[src/rtl/dart_hit_capture.sv]
// Dart hit capture: edge-detects the impact sensor strobe, buffers hit coordinates in a
// small FIFO and hands them one at a time to the scoring machine. The scoring machine
// answers each dart with a player done pulse. An optional hold-off gap follows each done
// pulse. game_set_i freezes the block in STOP until reset.
//
// Optional feature: define DART_RANGE_CHECK_EN to reject hits with x>9 or y>9. Rejected
// hits are counted on drop_count_o, which is present only in that build.
//
// Ports:
//   clk, reset                          rising-edge clock, synchronous active-low reset
//   hit_strobe_i, hit_x_i, hit_y_i      sensor strobe (rising edge = hit) and coordinates
//   player_1_done_i, player_2_done_i    turn-end pulses, honoured only while waiting
//   game_set_i                          game over: go to STOP and flush the FIFO
//   dart_come_o                         one-cycle dart-arrival pulse
//   dart_position_x_o/y_o               coordinates of the most recently issued dart
//   fifo_count_o                        buffered hits
//   overflow_o                          sticky: a hit was lost to a full FIFO
//   drop_count_o                        saturating count of out-of-range hits (optional)
//   busy_o                              a dart is outstanding (ISSUE, WAIT, HOLD)
module dart_hit_capture #(
  parameter int unsigned FIFO_DEPTH = 4,
  parameter int unsigned HOLDOFF    = 0
) (
  input  logic       clk,
  input  logic       reset,
  input  logic       hit_strobe_i,
  input  logic [3:0] hit_x_i,
  input  logic [3:0] hit_y_i,
  input  logic       player_1_done_i,
  input  logic       player_2_done_i,
  input  logic       game_set_i,
  output logic       dart_come_o,
  output logic [3:0] dart_position_x_o,
  output logic [3:0] dart_position_y_o,
  output logic [3:0] fifo_count_o,
  output logic       overflow_o,
`ifdef DART_RANGE_CHECK_EN
  output logic [7:0] drop_count_o,
`endif
  output logic       busy_o
);

  localparam int unsigned PtrW     = (FIFO_DEPTH > 1) ? $clog2(FIFO_DEPTH) : 1;
  localparam logic [3:0]  DepthC   = 4'(FIFO_DEPTH);
  localparam logic [3:0]  HoldLast = (HOLDOFF > 0) ? 4'(HOLDOFF - 1) : 4'd0;

  typedef enum logic [2:0] {StIdle, StIssue, StWait, StHold, StStop} state_e;

  state_e            state_q, state_d;
  logic [3:0]        hold_cnt_q, hold_cnt_d;
  logic              strobe_q;
  logic [PtrW-1:0]   wr_ptr_q, rd_ptr_q;
  logic [3:0]        count_q;
  logic              overflow_q;
  logic [3:0]        pos_x_q, pos_y_q;
  logic [7:0]        mem_q [FIFO_DEPTH];

  logic hit, in_range, push_req, push, pop, drop, full, empty, done, flush;

  assign hit   = hit_strobe_i & ~strobe_q;
  assign full  = (count_q == DepthC);
  assign empty = (count_q == 4'd0);
  assign done  = player_1_done_i | player_2_done_i;
  assign flush = game_set_i | (state_q == StStop);

`ifdef DART_RANGE_CHECK_EN
  logic [7:0] drop_cnt_q;
  assign in_range     = (hit_x_i <= 4'd9) && (hit_y_i <= 4'd9);
  assign drop_count_o = drop_cnt_q;

  always_ff @(posedge clk) begin
    if (!reset) begin
      drop_cnt_q <= 8'd0;
    end else if (hit && !in_range && drop_cnt_q != 8'hFF) begin
      drop_cnt_q <= drop_cnt_q + 8'd1;
    end
  end
`else
  assign in_range = 1'b1;
`endif

  // A pop in the same cycle frees a slot, so a full FIFO only drops when nothing leaves.
  assign push_req = hit & in_range & ~flush;
  assign push     = push_req & (~full | pop);
  assign drop     = push_req & full & ~pop;

  // FSM state register
  always_ff @(posedge clk) begin
    if (!reset) begin
      state_q    <= StIdle;
      hold_cnt_q <= 4'd0;
    end else begin
      state_q    <= state_d;
      hold_cnt_q <= hold_cnt_d;
    end
  end

  // FSM next state; game_set_i overrides done pulses and pops
  always_comb begin
    state_d    = state_q;
    hold_cnt_d = hold_cnt_q;
    pop        = 1'b0;
    if (game_set_i) begin
      state_d = StStop;
    end else begin
      unique case (state_q)
        StIdle: begin
          if (!empty) begin
            state_d = StIssue;
            pop     = 1'b1;
          end
        end
        StIssue: state_d = StWait;
        StWait: begin
          if (done) begin
            if (HOLDOFF > 0) begin
              state_d    = StHold;
              hold_cnt_d = 4'd0;
            end else begin
              state_d = StIdle;
            end
          end
        end
        StHold: begin
          if (hold_cnt_q == HoldLast) begin
            state_d = StIdle;
          end else begin
            hold_cnt_d = hold_cnt_q + 4'd1;
          end
        end
        StStop: state_d = StStop;
        default: state_d = StIdle;
      endcase
    end
  end

  // FSM outputs
  always_comb begin
    dart_come_o = 1'b0;
    busy_o      = 1'b0;
    unique case (state_q)
      StIssue: begin
        dart_come_o = 1'b1;
        busy_o      = 1'b1;
      end
      StWait, StHold: busy_o = 1'b1;
      default: ;
    endcase
  end

  // FIFO storage needs no reset; occupancy is tracked by the pointers and count.
  always_ff @(posedge clk) begin
    if (push) begin
      mem_q[wr_ptr_q] <= {hit_x_i, hit_y_i};
    end
  end

  always_ff @(posedge clk) begin
    if (!reset) begin
      strobe_q   <= 1'b0;
      wr_ptr_q   <= '0;
      rd_ptr_q   <= '0;
      count_q    <= 4'd0;
      overflow_q <= 1'b0;
      pos_x_q    <= 4'd0;
      pos_y_q    <= 4'd0;
    end else begin
      strobe_q <= hit_strobe_i;
      if (drop) begin
        overflow_q <= 1'b1;
      end
      if (flush) begin
        wr_ptr_q <= '0;
        rd_ptr_q <= '0;
        count_q  <= 4'd0;
      end else begin
        if (push) begin
          wr_ptr_q <= wr_ptr_q + 1'b1;
        end
        if (pop) begin
          rd_ptr_q           <= rd_ptr_q + 1'b1;
          {pos_x_q, pos_y_q} <= mem_q[rd_ptr_q];
        end
        if (push && !pop) begin
          count_q <= count_q + 4'd1;
        end else if (pop && !push) begin
          count_q <= count_q - 4'd1;
        end
      end
    end
  end

  assign dart_position_x_o = pos_x_q;
  assign dart_position_y_o = pos_y_q;
  assign fifo_count_o      = count_q;
  assign overflow_o        = overflow_q;

endmodule

[config.mk]
export PLATFORM = sky130hd
export DESIGN_NAME = dart_hit_capture
export DESIGN_NICKNAME = d
export VERILOG_FILES = /design/src/rtl/dart_hit_capture.sv
export SDC_FILE = /design/constraint.sdc
export NUM_CORES = 1
export LEC_CHECK = 0
export ABC_AREA = 1
export CAP_MARGIN = 20
export CORE_AREA = 5 5 77 79
export DETAILED_ROUTE_END_ITERATION = 8
export DIE_AREA = 0 0 82 84
export PLACE_DENSITY = 0.72
export SLEW_MARGIN = 25
export SYNTH_ARGS = -nofsm -noshare
export SYNTH_HDL_FRONTEND = slang
export SYNTH_SLANG_ARGS = --single-unit
[constraint.sdc]
create_clock -name clk -period 3.1 [get_ports clk]
set_clock_uncertainty 0.2 [all_clocks]
set_input_delay 0.775 -clock clk [delete_from_list [all_inputs] [get_ports clk]]
set_output_delay 0.775 -clock clk [all_outputs]
set_load 0.02 [all_outputs]
* Word level (Yosys, flattened, before mapping)
Memories as Yosys holds them, arrays and structs flattened. A register that Yosys moved wholly into a read port is not among the register bits. Index checks and enable logic that the tools add are counted.
Word-level totals: RAM bits 32, memories 1, logic and storage cells 70, register bits 17, input bits 14
Cells by class: equal/unequal tests 11, bitwise operators 15, multiplexer cells 14, $add $sub $neg 5, reduce and logical (&&, ||, !) cells 16
Memory list:
- mem_q | words 4, bits a word 8, rd ports 1, clocked after Yosys merged registers in 1, wr ports 1, RTL line 56 | logic [7:0] mem_q [FIFO_DEPTH];
Operators with widths (count):
- $pmux W3 S5 | 1
- $mux W3 | 4
- $ne A3 B3 Y1 const B | 3
- $reduce_and A3 Y1 | 3
- $add A4 B1 Y4 const B | 2
- $logic_not A4 Y1 | 2
- $mux W4 | 2
- $mux W1 | 7
- $not A1 Y1 | 7
- $eq A3 B2 Y1 const B | 2
- $ne A2 B2 Y1 const B | 3
- $and A1 B1 Y1 | 5
- $add A2 B1 Y2 const B | 2
- $eq A4 B3 Y1 const B | 1
- $reduce_or A2 Y1 | 2
- $sub A4 B1 Y4 const B | 1
- $eq A3 B1 Y1 const B | 1
- $eq A3 B3 Y1 const B | 1
- $logic_not A1 Y1 | 3
- $logic_not A3 Y1 | 1
- $or A1 B1 Y1 | 3
- $reduce_or A3 Y1 | 1
- $logic_and A1 B1 Y1 | 2
- $reduce_and A2 Y1 | 1
- $reduce_bool A2 Y1 | 1

* Logic depth before layout (Yosys ltp)
Gate-level depths: netlist (run 1).
depth in word-level cells 10, depth in mapped cells 17, mapped depth without buffers 17

* Least setup slack after synthesis (run 1)
OpenSTA, ideal clock, no wires.
path kind in2reg, start in game_set_i, end reg count_q[3], in the netlist fifo_count_o[3], data arrival time 2305 ps, stages 14, path slack 525 ps, path buffers 0, library setup time 70 ps, data required time 2830 ps, cell sequence inv_6 -> nand2_1 -> nor2_4 -> nand2_4 -> inv_1 -> ha_1 -> inv_1 -> ha_1 -> or2_2 -> nand2_1 -> nand2b_1 -> nand2_1 -> nand2_1 -> a21oi_1
On the way: cells in the longest elaborated chain, start to end 7, elaborated cells on any way between the ends 13, classes of those cells 2 x mux; 5 x bitwise; 6 x reduce/logical
RTL lines:
- start, declared | RTL line 31 | input logic game_set_i,
- $or A1 B1 Y1 | RTL line 64 | assign flush = game_set_i | (state_q == StStop);
- $not A1 Y1 (no line)
- $and A1 B1 Y1 | RTL line 83 | assign push_req = hit & in_range & ~flush;
- $and A1 B1 Y1 (*) | RTL line 84 | assign push = push_req & (~full | pop);
- named net push | RTL line 58 | logic hit, in_range, push_req, push, pop, drop, full, empty, done, flush;
- $logic_not A1 Y1 | RTL line 186 | end else if (pop && !push) begin
- $logic_and A1 B1 Y1 | RTL line 186
- $reduce_bool A2 Y1 (no line)
- end signal, assigned | RTL line 185 | count_q <= count_q + 4'd1;
- end signal, assigned | RTL line 187 | count_q <= count_q - 4'd1;
- end, declared | RTL line 53 | logic [3:0] count_q;
The timed path passes the listed nets; every way through them passes the cells marked *. A chain may end at the register's enable or synchronous reset.

* Worst setup path in the final report (run 1)
Ends and elaborated chain as after synthesis.

==> impl_metrics.ini, run 1 <==
[power]
total_power_mw = 1.62
ir_drop_v = 0.000356
p_leak_nw = 1.22
combPwrFrac_pct = 7.8
clkPwrFrac_pct = 41.4
powerDensity_mw_per_mm2 = 515
intPower_mw = 1.24
sw_frac_of_total_pct = 23.4
switchingPower_mw = 0.378
pwr-share-seq_pct = 50.8

[sta]
worst_pin_slew_ps = 580
fmax_mhz = 363
rsz0062_at_grt = no
finalHoldViolations = 0
drv_slew = 0
setup_tns_ps = 0
setup_violations = 0
post-route-period-util_pct = 88.9
period_minus_slack_ps = 2760
maxSlewHeadroom_pct = 61.3

[drt]
first_pass_iters = 6
final_antenna_net_count = 0
wl_mm = 4.74
drtIter0Drc = 99
vias_per_cell = 4.82
routedWlPerCell_um = 12.6
drc = 0
via_count = 1817

[finish]
drive_above_1_share_pct = 14.4
layout.cells.most_common = nor2_1
finalNetCount = 324
mostFrequentLayoutCells = 57 x nor2_1, 32 x edfxtp_1, 28 x o21ai_0, 28 x clkdlybuf4s50_1
antennaDiodeCount = 0
area_growth_pct = 24.5
nFillCells = 478

[setup_path]
path_cells = clkdlybuf4s50_1 -> inv_6 -> nand2_1 -> nor2_4 -> nand2_4 -> inv_1 -> ha_1 -> inv_1 -> ha_1 -> or2_2 -> nand2_1 -> nand2b_1 -> nand2_1 -> nand2_1 -> a21oi_1
crit_fanout = 4
cp.required_ps = 3170
startpoint_type = input pin
path_buf_inv = 4
crit_arrival_ps = 2820
endpoint_kind = flop
worst-setup-path-type = in -> reg
cpPeakStageDelay_ps = 490
path_delay_family = simple AND/OR/NAND/NOR gates
cpMaxStageDelayCell = clkdlybuf4s50_1
crit_top_cell = nand2_1

[yosys]
seq_area_frac_synth_pct = 58.0
avgSynthCellArea_um2 = 9.88
syn_inst = 255
synth_area_mm2 = 0.00252
synth-edff-count = 32
synth.distinct_cells = 30
yosysWarnings = 0
synth_ff_type = edfxtp_1
synth.net_count = 279
async_flop_share_pct = 0
synth_seq_cells = 57

[flow_run]
drv_cap = 0

[placed_design]
dp_hpwl_mm = 3.36
place_congestion = 0.733
io_buffer_count = 28

[run_status]
outcome = completed

[clock_network]
worst_skew_pair.late_latency_ps = 330
ctsHtreeMaxLevel = 3
clk_pin_slew_ps = 70
clock-sinks = 57
cts_buffers = 9
clockRootBuffer = clkbuf_8
cts_tree = done
cts_setup_buffers = 0
clockBufferDepth = 2
cts_resized = 0
cts_hold_buf = 0

[floorplanning]
coreArea_mm2 = 0.00527
rows = 27
die_w_um = 82
initial_core_util_pct = 47.8
ios = 29
die_y_um = 84
die-area_mm2 = 0.00689

[grt]
grt_util_met1_pct = 18.2
top_usage_layer = met2
met2_usage_pct = 25.6
gr-total-overflow = 0
use_met3_pct = 5.62
grt_max_degree = 19
grt_antenna_before_repair = 0
grt_usage_pct = 15.7
grt_pass1_wl_mm = 8.18
grt_pass1_vias = 1870

[hold_path]
hp-class = reg -> reg
## tightest hold or removal path: cells and delay by family (launching register included)
| family | cells | cell delay (ps) |
|---|---|---|
| buffers and inverters | 1 | 50 |
| AOI/OAI and AO/OA | 1 | 50 |
| DFF | 1 | 310 |
## stage by stage
step	hold slack (ps)	worst slack [ps]	area (µm²)	utilization [%]	cells
floorplan	265	525	2520	-	255
global placement	238	44.7	2940	55.8	361
detailed placement	249	15.2	2940	55.8	361
CTS	260	355	3140	59.5	377
global route	277	180	3140	59.5	377
finish	254	344	3140	59.5	377
## sequential cells by signal, indices dropped and copies added (netlist names)
register           count
dart_position_y_o      4
mem_q                 32
dart_position_x_o      4
strobe_q               1
wr_ptr_q               2
rd_ptr_q               2
overflow_o             1
hold_cnt_q             4
fifo_count_o           4
state_q                3
## layout make-up
type | count | area [µm²] | area share [%]
sequential | 57 | 1460 | 46.6
inverter | 23 | 91.3 | 2.91
clock inverter | 7 | 71.3 | 2.27
tap | 72 | 90.1 | 2.87
clock buffer | 9 | 124 | 3.95
multi-input combinational | 168 | 921 | 29.4
timing repair buffer | 41 | 378 | 12.0
## routing by layer
metal	share of wire [%]	wire length, µm	up-vias
met2	50	2370	40
met4	1.5	72	0
met1	44	2080	824
met3	4.7	224	10
li1	-	-	943
met5	0	0	-
## worst paths after layout
kind                                         to             from  slack [ps]  cells after the start
worst max register to register  fifo_count_o[3]  fifo_count_o[0]         700                     15
worst min register to register       overflow_o       overflow_o         250                      2
worst min-delay path                 overflow_o       overflow_o         250                      2
worst max-delay path            fifo_count_o[3]       game_set_i         340                     15
## synthesized netlist by cell type, drive strengths merged (2+ instances only)
cell    instances  share of area [%]
dfxtp          25                 20
inv            23                3.6
a21oi          11                2.2
edfxtp         32                 38
buf             6                1.6
nor2           60                9.8
nor3            4                1.2
nand3           6                2.2
ha              9                4.5
nand2          28                4.9
o21ai          38                7.7
xor2            4                1.4
nand4           2               0.50
## cells by family (layout without fill, tap and decap cells)
| kind of cell | count (synthesis) | count (layout) | share of synthesized area, % |
|---|---|---|---|
| AOI/OAI and AO/OA | 50 | 50 | 10.2 |
| xor gates and xnor gates | 5 | 5 | 1.74 |
| DFF | 57 | 57 | 58.0 |
| adders and majority gates | 10 | 10 | 5.27 |
| and+or+nand+nor | 103 | 103 | 19.4 |
| buffers and inverters | 30 | 80 | 5.41 |
## power by group through the flow
stage | clock network, mW | registers [mW] | logic [mW]
CTS | 0.686 | 0.822 | 0.127
detailed placement | 0 | 0.839 | 0.126
global route | 0.718 | 0.823 | 0.141
floorplan | 0 | 0.844 | 0.0610
global placement | 0 | 0.838 | 0.124
finish | 0.669 | 0.822 | 0.126
Note: power is estimated with default switching activity, not from simulation.
==> run 2, diff against run 1 <==
Settings changed: GPL_ROUTABILITY_DRIVEN set to 0, REMOVE_ABC_BUFFERS set to 1.
==> run 2 against run 1 <==
  * Non-clock buffer count decreased by 1
  * Total power is 2.7% lower
  * Maximum frequency fell by 2.2%
  * Flip-flop and latch count stayed put
  * Core utilization is 0.38 points lower
  * Via count up 0.33%
  * Sequential power about the same
  * Register-to-register slack lost 70 ps
  * Design area fell by 0.64%
  * Wire length grew 0.13%
  * Worst setup slack got worse by 61 ps
  * Critical path type unchanged
  * Highest routed layer unchanged
==> impl_metrics.ini, run 2 (synthesis results as in run 1) <==
[placed_design]
place_ws_ps = -26.4
io_buffer_count = 28
detailed_place.area_mm2 = 0.00293
dp_hpwl_mm = 3.24

[drt]
drtIter0Drc = 104
wl_mm = 4.75
vias_per_cell = 4.85
first_pass_iters = 4
routedWlPerCell_um = 12.6
final_antenna_net_count = 0
drc = 0
via_count = 1823

[power]
pwr-share-seq_pct = 52.2
combPwrFrac_pct = 8.0
switchingPower_mw = 0.372
powerDensity_mw_per_mm2 = 505
sw_frac_of_total_pct = 23.7
ir_drop_v = 0.000376
p_leak_nw = 1.21
clkPwrFrac_pct = 39.8
intPower_mw = 1.20

[sta]
fmax_mhz = 355
setup_violations = 0
maxSlewHeadroom_pct = 60.7
post-route-period-util_pct = 90.9
worst_pin_slew_ps = 589
fin_ws_ps = 283
period_minus_slack_ps = 2820
drv_slew = 0
finalHoldViolations = 0
rsz0062_at_grt = no

[setup_path]
crit_fanout = 4
cpMaxStageDelayCell = clkdlybuf4s50_1
rr_startpoint = fifo_count_o[0]
path_cells = clkdlybuf4s50_1 -> inv_6 -> nand2_1 -> nor2_4 -> nand2_4 -> inv_1 -> ha_1 -> inv_1 -> ha_1 -> or2_2 -> nand2_1 -> nand2b_1 -> nand2_1 -> nand2_1 -> a21oi_1
path_buf_inv = 4
cpPeakStageDelay_ps = 500
cp.required_ps = 3160
crit_end = fifo_count_o[3]
startpoint = game_set_i
path_delay_family = simple AND/OR/NAND/NOR gates
crit_top_cell = nand2_1
startpoint_type = input pin
worst-setup-path-type = in -> reg
worstReg2RegEnd = fifo_count_o[3]
endpoint_kind = flop
r2r_setup_slack_ps = 630
critical_path_depth = 15
crit_arrival_ps = 2880
ff2ff_path_depth = 15

[clock_network]
worst_skew_pair.late_latency_ps = 340
cts_buffers = 9
cts_tree = done
clock-sinks = 57
clockRootBuffer = clkbuf_8
clk_pin_slew_ps = 60
ctsHtreeMaxLevel = 3
cts_resized = 0
cts_setup_buffers = 0
clockBufferDepth = 2
cts_hold_buf = 0

[run_status]
outcome = completed

[floorplanning]
coreArea_mm2 = 0.00527
die-area_mm2 = 0.00689
die_w_um = 82
ios = 29
die_y_um = 84
rows = 27
initial_core_util_pct = 47.8

[finish]
finalNetCount = 323
fin_area_mm2 = 0.00312
top_register = mem_q
area_growth_pct = 23.7
largest_reg_flops = 32
antennaDiodeCount = 0
nFillCells = 459
layout.cells.most_common = nor2_1
mostFrequentLayoutCells = 57 x nor2_1, 32 x edfxtp_1, 28 x o21ai_0, 28 x clkdlybuf4s50_1
drive_above_1_share_pct = 14.1

[grt]
grt_pass1_vias = 1797
gr-total-overflow = 0
grt_antenna_before_repair = 0
grt_pass1_wl_mm = 7.86
grt_max_degree = 19
grt_usage_pct = 15.4

[flow_run]
drv_cap = 0

[hold_path]
hp-class = reg -> reg
==> run 2: changes by cell type in the layout (fill, tap and decap cells not counted), sizes merged <==
| cell | before | now |
|---|---|---|
| buf | 13 | 12 |
| clkinv | 4 | 1 |
| clkinvlp | 2 | 3 |
| bufinv | 1 | 0 |
| clkbuf | 9 | 12 |
==> run 2: layout make-up <==
type / count / area [µm²] / share of cell area (%)
repair buffers: 40 / 370 / 11.9
well taps: 72 / 90.1 / 2.89
flip-flops and latches: 57 / 1460 / 46.9
clock buffers: 12 / 155 / 4.98
multi-input cells: 168 / 921 / 29.5
clock inverters: 4 / 27.5 / 0.883
inverters: 23 / 91.3 / 2.93
==> run 2: per-layer routing <==
metal | part of all wire (%) | wire [µm] | GRT usage (%)
met5 | 0 | 0 | 0
met4 | 2.1 | 100 | 8.46
met3 | 5.9 | 280 | 5.72
met2 | 48 | 2290 | 23.8
met1 | 44 | 2070 | 18.0
==> run 2: through the flow <==
stage,std cells,total power [mW],util [%],hold WS [ps],setup TNS (ps)
after floorplan,248,0.902,-,265,0
after global routing,376,1.63,59.1,287,0
final,376,1.57,59.1,250,0
after CTS,376,1.58,59.1,257,0
after detailed placement,360,0.963,55.7,247,-26.4
after global placement,360,0.961,55.7,238,0
==> run 2: worst min path at each step <==
stage	from	end	slack [ps]	depth (start not counted)
floorplan	hold_cnt_q[1]	hold_cnt_q[1]	260	2
global placement	overflow_o	overflow_o	240	2
detailed placement	overflow_o	overflow_o	250	2
CTS	overflow_o	overflow_o	260	2
global route	overflow_o	overflow_o	290	2
finish	overflow_o	overflow_o	250	2
==> run 2: power by group through the flow <==
stage / clock network [mW] / registers [mW] / logic [mW]
2_1_floorplan: 0 / 0.844 / 0.0578
3_3_place_gp: 0 / 0.838 / 0.123
3_5_place_dp: 0 / 0.838 / 0.125
4_1_cts: 0.636 / 0.821 / 0.127
5_1_grt: 0.669 / 0.823 / 0.139
6_report: 0.626 / 0.821 / 0.126
==> run 2: worst register-to-register path: cells and delay by family, from the launching register on <==
kind / cells / cell delay, ps
fa+ha+maj: 2 / 460
buf+inv: 2 / 110
flops: 1 / 440
compound gates: 1 / 120
simple gates: 10 / 1090
